File: config.mk
export PLATFORM = sky130hd
export DESIGN_NAME = spm_arbiter_flat
export DESIGN_NICKNAME = d
export VERILOG_FILES = /design/src/rtl/spm_arb_pkg.sv /design/src/rtl/spm_arbiter_if.sv /design/src/rtl/rr_arbiter.sv /design/src/rtl/spm_arbiter.sv /design/src/flat_wrapper.sv
export SDC_FILE = /design/constraint.sdc
export NUM_CORES = 1
export LEC_CHECK = 0
export CAP_MARGIN = 5
export CORE_AREA = 4 4 181 183
export CTS_CLUSTER_SIZE = 14
export DETAILED_ROUTE_END_ITERATION = 16
export DIE_AREA = 0 0 185 187
export PLACE_DENSITY = 0.55
export SETUP_SLACK_MARGIN = 0.1
export SLEW_MARGIN = 15
export SYNTH_ARGS = -nofsm -noshare
export SYNTH_HDL_FRONTEND = slang
export SYNTH_SLANG_ARGS = --single-unit
export TNS_END_PERCENT = 1
File: constraint.sdc
create_clock -name clk -period 3.25 [get_ports clk]
set_clock_uncertainty 0.1 [all_clocks]
set_input_delay 0.325 -clock clk [delete_from_list [all_inputs] [get_ports clk]]
set_output_delay 0.325 -clock clk [all_outputs]
set_load 0.05 [all_outputs]
File: src/rtl/spm_arb_pkg.sv
// Shared definitions for the spm_arbiter slice.
//  - Default sizing constants: NREQ_DEF (requesters), W_DEF (operand width),
//    TIMEOUT_DEF (watchdog limit in cycles).
//  - arb_state_e: the arbiter FSM state encoding.
//  - idx_width(): width of an index able to address n requesters.
package spm_arb_pkg;

   localparam int unsigned NREQ_DEF    = 4;
   localparam int unsigned W_DEF       = 32;
   localparam int unsigned TIMEOUT_DEF = 80;

   typedef enum logic [2:0] {
      StIdle,
      StIssue,
      StArm,
      StBusy,
      StResp
   } arb_state_e;

   function automatic int unsigned idx_width(input int unsigned n);
      return (n > 1) ? $clog2(n) : 1;
   endfunction

endpackage

File: src/rtl/spm_arbiter_if.sv
// Bundle between requesters, the spm_arbiter and the shared serial multiplier.
//  Requester side : req_valid/req_ready/req_mc/req_mp, rsp_valid/rsp_ready/rsp_p/rsp_err
//  Multiplier side: m_start/m_mc/m_mp (to multiplier), m_done/m_p (from multiplier)
// Modports:
//  slave  - the arbiter itself
//  master - the environment (requesters plus multiplier)
interface spm_arbiter_if
   import spm_arb_pkg::*;
#(
   parameter int unsigned NREQ = NREQ_DEF,
   parameter int unsigned W    = W_DEF
);

   logic [NREQ-1:0]   req_valid;
   logic [NREQ-1:0]   req_ready;
   logic [NREQ*W-1:0] req_mc;
   logic [NREQ*W-1:0] req_mp;
   logic [NREQ-1:0]   rsp_valid;
   logic [NREQ-1:0]   rsp_ready;
   logic [2*W-1:0]    rsp_p;
   logic              rsp_err;
   logic              m_start;
   logic [W-1:0]      m_mc;
   logic [W-1:0]      m_mp;
   logic              m_done;
   logic [2*W-1:0]    m_p;

   modport slave (
      input  req_valid, req_mc, req_mp, rsp_ready, m_done, m_p,
      output req_ready, rsp_valid, rsp_p, rsp_err, m_start, m_mc, m_mp
   );

   modport master (
      output req_valid, req_mc, req_mp, rsp_ready, m_done, m_p,
      input  req_ready, rsp_valid, rsp_p, rsp_err, m_start, m_mc, m_mp
   );

endinterface

File: src/rtl/rr_arbiter.sv
// Combinational round-robin picker.
//  req   [NREQ]  - request vector
//  ptr   [PW]    - index granted last; search starts at ptr+1 and wraps
//  grant [NREQ]  - one-hot grant, all zero when no request is pending
module rr_arbiter #(
   parameter int unsigned NREQ = 4,
   parameter int unsigned PW   = 2
) (
   input  logic [NREQ-1:0] req,
   input  logic [PW-1:0]   ptr,
   output logic [NREQ-1:0] grant
);

   logic          found;
   logic [PW-1:0] idx;

   always_comb begin
      grant = '0;
      found = 1'b0;
      idx   = '0;
      // k = NREQ lands back on ptr itself, so the last owner has lowest priority
      for (int unsigned k = 1; k <= NREQ; k++) begin
         idx = PW'((32'(ptr) + k) % NREQ);
         if (!found && req[idx]) begin
            grant[idx] = 1'b1;
            found      = 1'b1;
         end
      end
   end

endmodule

File: src/rtl/spm_arbiter.sv
// Round-robin arbiter sharing one serial signed multiplier among NREQ requesters.
// Ports:
//  clk - single clock, rising edge
//  rst - synchronous active-high reset
//  bus - spm_arbiter_if.slave: requester handshakes, shared product bus and
//        the multiplier drive (m_start/m_mc/m_mp out, m_done/m_p in)
// Optional feature: define SPM_ARB_TIMEOUT_EN to add a watchdog that aborts an
// operation after TIMEOUT cycles in ARM/BUSY with rsp_err=1 and rsp_p=0.
// Without it, BUSY waits for m_done indefinitely and rsp_err is tied low.
module spm_arbiter
   import spm_arb_pkg::*;
#(
   parameter int unsigned NREQ    = NREQ_DEF,
   parameter int unsigned W       = W_DEF,
   parameter int unsigned TIMEOUT = TIMEOUT_DEF
) (
   input logic          clk,
   input logic          rst,
   spm_arbiter_if.slave bus
);

   localparam int unsigned PW = idx_width(NREQ);

   if (NREQ < 2 || NREQ > 8 || TIMEOUT < 2) begin : g_bad_param
      $error("spm_arbiter: NREQ must be 2..8 and TIMEOUT at least 2");
   end

   arb_state_e      state;
   logic [PW-1:0]   ptr;
   logic [PW-1:0]   owner;
   logic [PW-1:0]   grant_idx;
   logic [NREQ-1:0] grant;
   logic [NREQ-1:0] owner_hot;
   logic            start_pulse;
   logic [W-1:0]    op_mc;
   logic [W-1:0]    op_mp;
   logic [NREQ-1:0] rsp_vld;
   logic [2*W-1:0]  rsp_prod;

   rr_arbiter #(
      .NREQ (NREQ),
      .PW   (PW)
   ) u_rr (
      .req   (bus.req_valid),
      .ptr   (ptr),
      .grant (grant)
   );

   always_comb begin
      grant_idx = '0;
      for (int unsigned i = 0; i < NREQ; i++) begin
         if (grant[i]) grant_idx = PW'(i);
      end
   end

   always_comb begin
      owner_hot        = '0;
      owner_hot[owner] = 1'b1;
   end

   // Ready only offered in IDLE; gated by rst so nothing is accepted during reset
   assign bus.req_ready = (state == StIdle && !rst) ? grant : '0;
   assign bus.m_start   = start_pulse & ~rst;
   assign bus.m_mc      = op_mc;
   assign bus.m_mp      = op_mp;
   assign bus.rsp_valid = rsp_vld;
   assign bus.rsp_p     = rsp_prod;

`ifdef SPM_ARB_TIMEOUT_EN
   localparam int unsigned CW = $clog2(TIMEOUT + 1);

   logic [CW-1:0] cnt;
   logic          rsp_bad;

   assign bus.rsp_err = rsp_bad;
`else
   assign bus.rsp_err = 1'b0;
`endif

   always_ff @(posedge clk) begin
      if (rst) begin
         state       <= StIdle;
         ptr         <= PW'(NREQ - 1);  // requester 0 wins first
         owner       <= '0;
         start_pulse <= 1'b0;
         op_mc       <= '0;
         op_mp       <= '0;
         rsp_vld     <= '0;
         rsp_prod    <= '0;
`ifdef SPM_ARB_TIMEOUT_EN
         cnt         <= '0;
         rsp_bad     <= 1'b0;
`endif
      end else begin
         unique case (state)
            StIdle: begin
               if (|(bus.req_valid & grant)) begin
                  owner       <= grant_idx;
                  op_mc       <= bus.req_mc[32'(grant_idx) * W +: W];
                  op_mp       <= bus.req_mp[32'(grant_idx) * W +: W];
                  start_pulse <= 1'b1;
                  state       <= StIssue;
               end
            end
            StIssue: begin
               start_pulse <= 1'b0;
               state       <= StArm;
`ifdef SPM_ARB_TIMEOUT_EN
               cnt         <= '0;
`endif
            end
            StArm: begin
               // m_done may still be high from the previous op; not sampled here
               state <= StBusy;
`ifdef SPM_ARB_TIMEOUT_EN
               cnt   <= cnt + 1'b1;
`endif
            end
            StBusy: begin
               if (bus.m_done) begin
                  rsp_prod <= bus.m_p;
                  rsp_vld  <= owner_hot;
                  state    <= StResp;
`ifdef SPM_ARB_TIMEOUT_EN
                  rsp_bad  <= 1'b0;
               end else if (cnt == CW'(TIMEOUT - 1)) begin
                  // cnt+1 cycles spent in ARM/BUSY; this is the TIMEOUT-th
                  rsp_prod <= '0;
                  rsp_vld  <= owner_hot;
                  rsp_bad  <= 1'b1;
                  state    <= StResp;
               end else begin
                  cnt      <= cnt + 1'b1;
`endif
               end
            end
            StResp: begin
               if (bus.rsp_ready[owner]) begin
                  rsp_vld <= '0;
                  ptr     <= owner;
                  state   <= StIdle;
`ifdef SPM_ARB_TIMEOUT_EN
                  rsp_bad <= 1'b0;
`endif
               end
            end
            default: state <= StIdle;
         endcase
      end
   end

endmodule
File: src/flat_wrapper.sv
// flat-port wrapper written by rule: the top's interface ports become plain ports
module spm_arbiter_flat import spm_arb_pkg::*;
#(
   parameter int unsigned NREQ    = NREQ_DEF,
   parameter int unsigned W       = W_DEF,
   parameter int unsigned TIMEOUT = TIMEOUT_DEF
)
  (clk, rst, bus_req_valid, bus_req_mc, bus_req_mp, bus_rsp_ready, bus_m_done, bus_m_p, bus_req_ready, bus_rsp_valid, bus_rsp_p, bus_rsp_err, bus_m_start, bus_m_mc, bus_m_mp);
  spm_arbiter_if #(.NREQ(NREQ), .W(W)) bus_i ();
  input logic clk;
  input logic rst;
  input wire logic [$bits(bus_i.req_valid)-1:0] bus_req_valid;
  input wire logic [$bits(bus_i.req_mc)-1:0] bus_req_mc;
  input wire logic [$bits(bus_i.req_mp)-1:0] bus_req_mp;
  input wire logic [$bits(bus_i.rsp_ready)-1:0] bus_rsp_ready;
  input wire logic [$bits(bus_i.m_done)-1:0] bus_m_done;
  input wire logic [$bits(bus_i.m_p)-1:0] bus_m_p;
  output wire logic [$bits(bus_i.req_ready)-1:0] bus_req_ready;
  output wire logic [$bits(bus_i.rsp_valid)-1:0] bus_rsp_valid;
  output wire logic [$bits(bus_i.rsp_p)-1:0] bus_rsp_p;
  output wire logic [$bits(bus_i.rsp_err)-1:0] bus_rsp_err;
  output wire logic [$bits(bus_i.m_start)-1:0] bus_m_start;
  output wire logic [$bits(bus_i.m_mc)-1:0] bus_m_mc;
  output wire logic [$bits(bus_i.m_mp)-1:0] bus_m_mp;
  assign bus_i.req_valid = bus_req_valid;
  assign bus_i.req_mc = bus_req_mc;
  assign bus_i.req_mp = bus_req_mp;
  assign bus_i.rsp_ready = bus_rsp_ready;
  assign bus_i.m_done = bus_m_done;
  assign bus_i.m_p = bus_m_p;
  assign bus_req_ready = bus_i.req_ready;
  assign bus_rsp_valid = bus_i.rsp_valid;
  assign bus_rsp_p = bus_i.rsp_p;
  assign bus_rsp_err = bus_i.rsp_err;
  assign bus_m_start = bus_i.m_start;
  assign bus_m_mc = bus_i.m_mc;
  assign bus_m_mp = bus_i.m_mp;
  spm_arbiter #(.NREQ(NREQ), .W(W), .TIMEOUT(TIMEOUT)) u_core (.clk(clk), .rst(rst), .bus(bus_i));
endmodule
# Word-level counts from Yosys, hierarchy flattened
# Index checks and enable logic that the tools add are counted.
# op_classes
shift	2
eq_ne	7
reduce_logical	23
order_cmp	10
n_bitwise	6
mux	40
addsub	4
# op_table
op	n
variable part select 128 x 8 -> 32 bit	2
two-way mux 4 bit	7
less-than comparator 2 x 3 -> 1 bit, second input constant	5
two-way mux 1 bit	15
case mux 3 bit (5 select lines)	1
OR 4 bit	3
binary-select mux 1 bit (select 2 bit)	5
demux 1 bit (select 2 bit)	5
>= comparator 2 x 1 -> 1 bit, second input constant	5
logical AND 1 bit	9
two-way mux 3 bit	3
case mux 4 bit (2 select lines)	1
AND reduction 2 bit	4
== test 3 x 2 -> 1 bit, second input constant	2
AND reduction 3 bit	2
adder 2 x 1 -> 2 bit, second input constant	2
adder 2 bit, second input constant	2
AND 4 bit	1
logical NOT 1 bit	4
two-way mux 2 bit	2
!= test 2 bit, second input constant	2
nonzero test 2 bit	2
OR reduction 4 bit	1
== test 3 x 1 -> 1 bit, second input constant	1
other kinds (6)	6
# totals
inputBits	331
output_inout_bits	138
reg_bits	140
wordCells	100

# Depth between registers and ports, before layout
# logic_depth
word_depth	17
depth_mapped	14
ltp_nobuf	9

# Hierarchy
# A second synthesis with hierarchy kept.
# hier_totals
hier_cells	825
area_unflattened_um2	7196.9
# by_module_without_submodules
module	area_each_um2	instances	cells_per_inst	seq_area_each_um2
spm_arbiter	6839.1	1	787	2802.7
rr_arbiter	357.8	1	38	0.0

# Least setup slack after synthesis
# Ideal clock, no wire load.
# synth_path
kind	reg2out
start	register u_core.ptr[0]
end	output bus_req_ready[3]
path_buffers	3
t_required_ns	2.825
path_slack_ns	0.136
t_arrival_ns	2.689
stages_incl_launch_ff	9
cell_sequence	dfxtp_1 > buf_6 > or3b_2 > a2111o_1 > nand2_1 > a221oi_1 > clkbuf_1 > clkbuf_1 > nor2_1
# synth_via
elab_chain_len	14
word_cells_on_any_way	49
# synth_rtl
item	line	source
from (decl)	spm_arbiter.sv:29	logic [PW-1:0] ptr;
from (signal assigned)	spm_arbiter.sv:83	ptr <= PW'(NREQ - 1);
from (signal assigned)	spm_arbiter.sv:140	ptr <= owner;
branches (longest 12 deep; another with less-than comparator 2 x 3 -> 1 bit)	n/a	
two-way mux 4 bit (*)	rr_arbiter.sv:24	if (!found && req[idx]) begin
two-way mux 4 bit (*)	spm_arbiter.sv:62	assign bus.req_ready = (state == StIdle && !rst) ? grant : '0;
to (decl)	flat_wrapper.sv:18	output wire logic [$bits(bus_i.req_ready)-1:0] bus_req_ready;
# Mark *: on every way between the ends. The select of a mux whose other input is x is not followed.

# Worst setup path in the final report
# layout_path
start	register u_core.ptr[0]
end	output bus_req_ready[0]
# Same word-level chain as after synthesis.

==> impl_results.md <==
- Slew Viols, Final: 0
- Cell variety after synth: 46
- Crit-path cells: buf_6, or3b_2, a2111o_1, buf_6, nand2_8, buf_6, a221oi_1, nor2_1, clkbuf_16
- Largest net degree at the start of global routing: 49
- Status: finished, final reports clean
- Max Root-Sink Buffers: 2
- Area grow syn2layout: 85.9%
- PD cells: roughly 450 nW/um^2
- First-pass GRT wire length: 50400 um
- Critical path's largest stage delay: roughly 480 ps
- Detailed placer's ending HPWL: between 20000 and 30000 um
- First-pass detailed-route iteration total: 5
- Maximum vdd drop: 0.293 mV
- Post-synth top cells: nand2_1, nor2_1, a21oi_1
- Most frequent CP cell: buf_6
- Die Wd: 185 um
- Syn_area_per_cell: between 7 and 8 um^2
- Final Cycle Share: 0.951
- CTS Root Cell: clkbuf_16
- Max cap viols: 0
- # setup viols final: 0
- All-Layer GR Usage: 0.187
- Fill count: between 3000 and 4000
- TritonCTS clock tree: done
- Worst path slowest cell: a2111o_1
- YS warnings: 0
- Yosys top cell area share: 0.394
- Setup Crit Path Kind: flop to output pin
- WL/cell: 18.6 um
- Total nets after synthesis: 1315
- Clock-pin transition on the worst setup and hold timing paths: roughly 60 ps
- Starting Density: 0.228
- WL final: 34400 um
- Routed Antenna Nets: 0
- Die ar.: 34600 um^2
- Synth Cell Area: 7110 um^2
- Routed vias: 8550
- Std-Cell Core Area: 31200 um^2
- Grt total ovfl: 0
- RSZ-0062 raised after global routing: true
- Hold WS: 126 ps
- Initial DRC Count: 388
- Num CTS Buffers: 17
- H-Tree Depth: 4
- Worst slew pin tran: slightly below 700 ps
- EDFF count, synth: 0
- Min cycle time layout: 3090 ps
- Flops & latches, synth: 140
- Later-pin clock latency in the skew report: roughly 420 ps
- Worst setup SP type: flop
- Antenna violations before repair: 3
- Most used DFF post-synth: dfxtp_1
- Data arrival, critical path: approximately 2700 ps
- # IOs: 469
- Vias in the first global route: between 8000 and 9000
- Final setup margin: between 150 and 200 ps
- Sink Count: 140
- Area contributors post-synth: dfxtp_1, nand2_1, a21oi_1
- DRC: 0
- Nets: 1768
- Kind of end point of the critical path: output pin
- Final hold vios: 0
- Count leader, synth: nand2_1
- Die Y-Extent: 187 um
- Leak pwr: roughly 4.9 nW
- Avg Vias per Cell: 4.63
- Crit path required time: 2820 ps
- Ys async rst share: 0
- Synth Instances: 976
- Worst relative slew slack: 0.539
- Sequential element share of the synthesized area: 0.394
- CP Max Fanout: 10
- Dpl ws: -70.3 ps
- Area leader, netlist: dfxtp_1
- Hold Crit Class: input pin to flop
- Maximum clock rate: 324 MHz
- Row count: 65
- Port Buf Inserts: 467
- Final RePlAce weighted congestion: 0.859
- Layout cells sized above 1: 0.0812
[registers in the layout, summed over array words and instances, names as in the netlist]
register              flops
u_core.ptr                2
u_core.owner              2
u_core.bus.m_mc          32
u_core.start_pulse        1
u_core.bus.m_mp          32
u_core.bus.rsp_p         64
u_core.state              3
u_core.bus.rsp_valid      4
[cell type report]
class	count	area, um^2	area share
Antenna cell	2	5.00	0.000379
Clock buffer	19	453	0.0343
Clock inverter	12	138	0.0104
Inverter	5	18.8	0.00142
Multi-Input combinational cell	743	3910	0.296
Sequential cell	140	2810	0.212
Tap cell	402	503	0.0381
Timing Repair Buffer	522	5390	0.407
[cells by family (layout without fill, tap and decap cells)]
group / count (synthesis) / count (layout) / synth area share
other: 1 / 3 / 0.000527
AOI/OAI and AO/OA: 232 / 232 / 0.221
and+or+nand+nor: 498 / 498 / 0.286
DFF: 140 / 140 / 0.394
buffers and inverters: 93 / 558 / 0.0718
adders and majority gates: 8 / 8 / 0.0141
muxes: 4 / 4 / 0.0127
[worst paths after layout]
path	to	cells past startpoint	slack (ps)	from
worst max register to register	u_core.bus.m_mc[6]	11	270	u_core.ptr[0]
worst max-delay path	bus_req_ready[0]	9	160	u_core.ptr[0]
worst min register to register	u_core.bus.rsp_p[9]	2	350	u_core.bus.rsp_p[9]
worst min-delay path	u_core.bus.rsp_p[29]	2	130	rst
[what timing repair did]
action	CTS	global route
gates resized for setup	11	8
setup buffers	1	5
cloned	1	1
setup endpoints to repair	4	44
pin swaps	3	4
hold endpoints to repair	0	0
hold buffers	0	0
[worst max-delay path: cells and delay by family (launching register included)]
family	cells	cell delay [ps]
flops	1	350
simple gates	3	720
compound gates	2	570
buf+inv	4	590
[routing by layer]
layer / vias up / part of all wire / track usage
met5: - / 0 / 0
met4: 0 / 0.019 / 0.0505
met3: 29 / 0.12 / 0.0827
met2: 377 / 0.48 / 0.319
met1: 3880 / 0.39 / 0.211
li1: 4264 / - / -
[through the flow]
stage	cell area (um^2)	util	TNS, ps	cells	power (W)
floorplan	7110	-	0	976	0.00302
global placement	12500	0.399	-1330	1804	0.00395
detailed placement	12500	0.399	-3300	1804	0.00395
CTS	13100	0.420	0	1837	0.00604
global route	13200	0.423	0	1845	0.00624
finish	13200	0.423	0	1845	0.00596
[power by group]
group / internal (W) / switching, W / total, W
logic: 0.000896 / 0.00108 / 0.00198
registers: 0.00186 / 0.0000915 / 0.00195
clock network: 0.00118 / 0.000848 / 0.00202
[cells in the final DEF (no fill, tap or decap), types with 19 or more instances in the layout]
master             n
buf_12            19
nand2_1          262
clkdlybuf4s50_1  462
a21oi_1          139
buf_4             33
dfxtp_1          139
clkbuf_16         19
a32o_1            64
nor2_1           138
nand3_1           72
No activity file was read; power rests on OpenSTA's default activity.
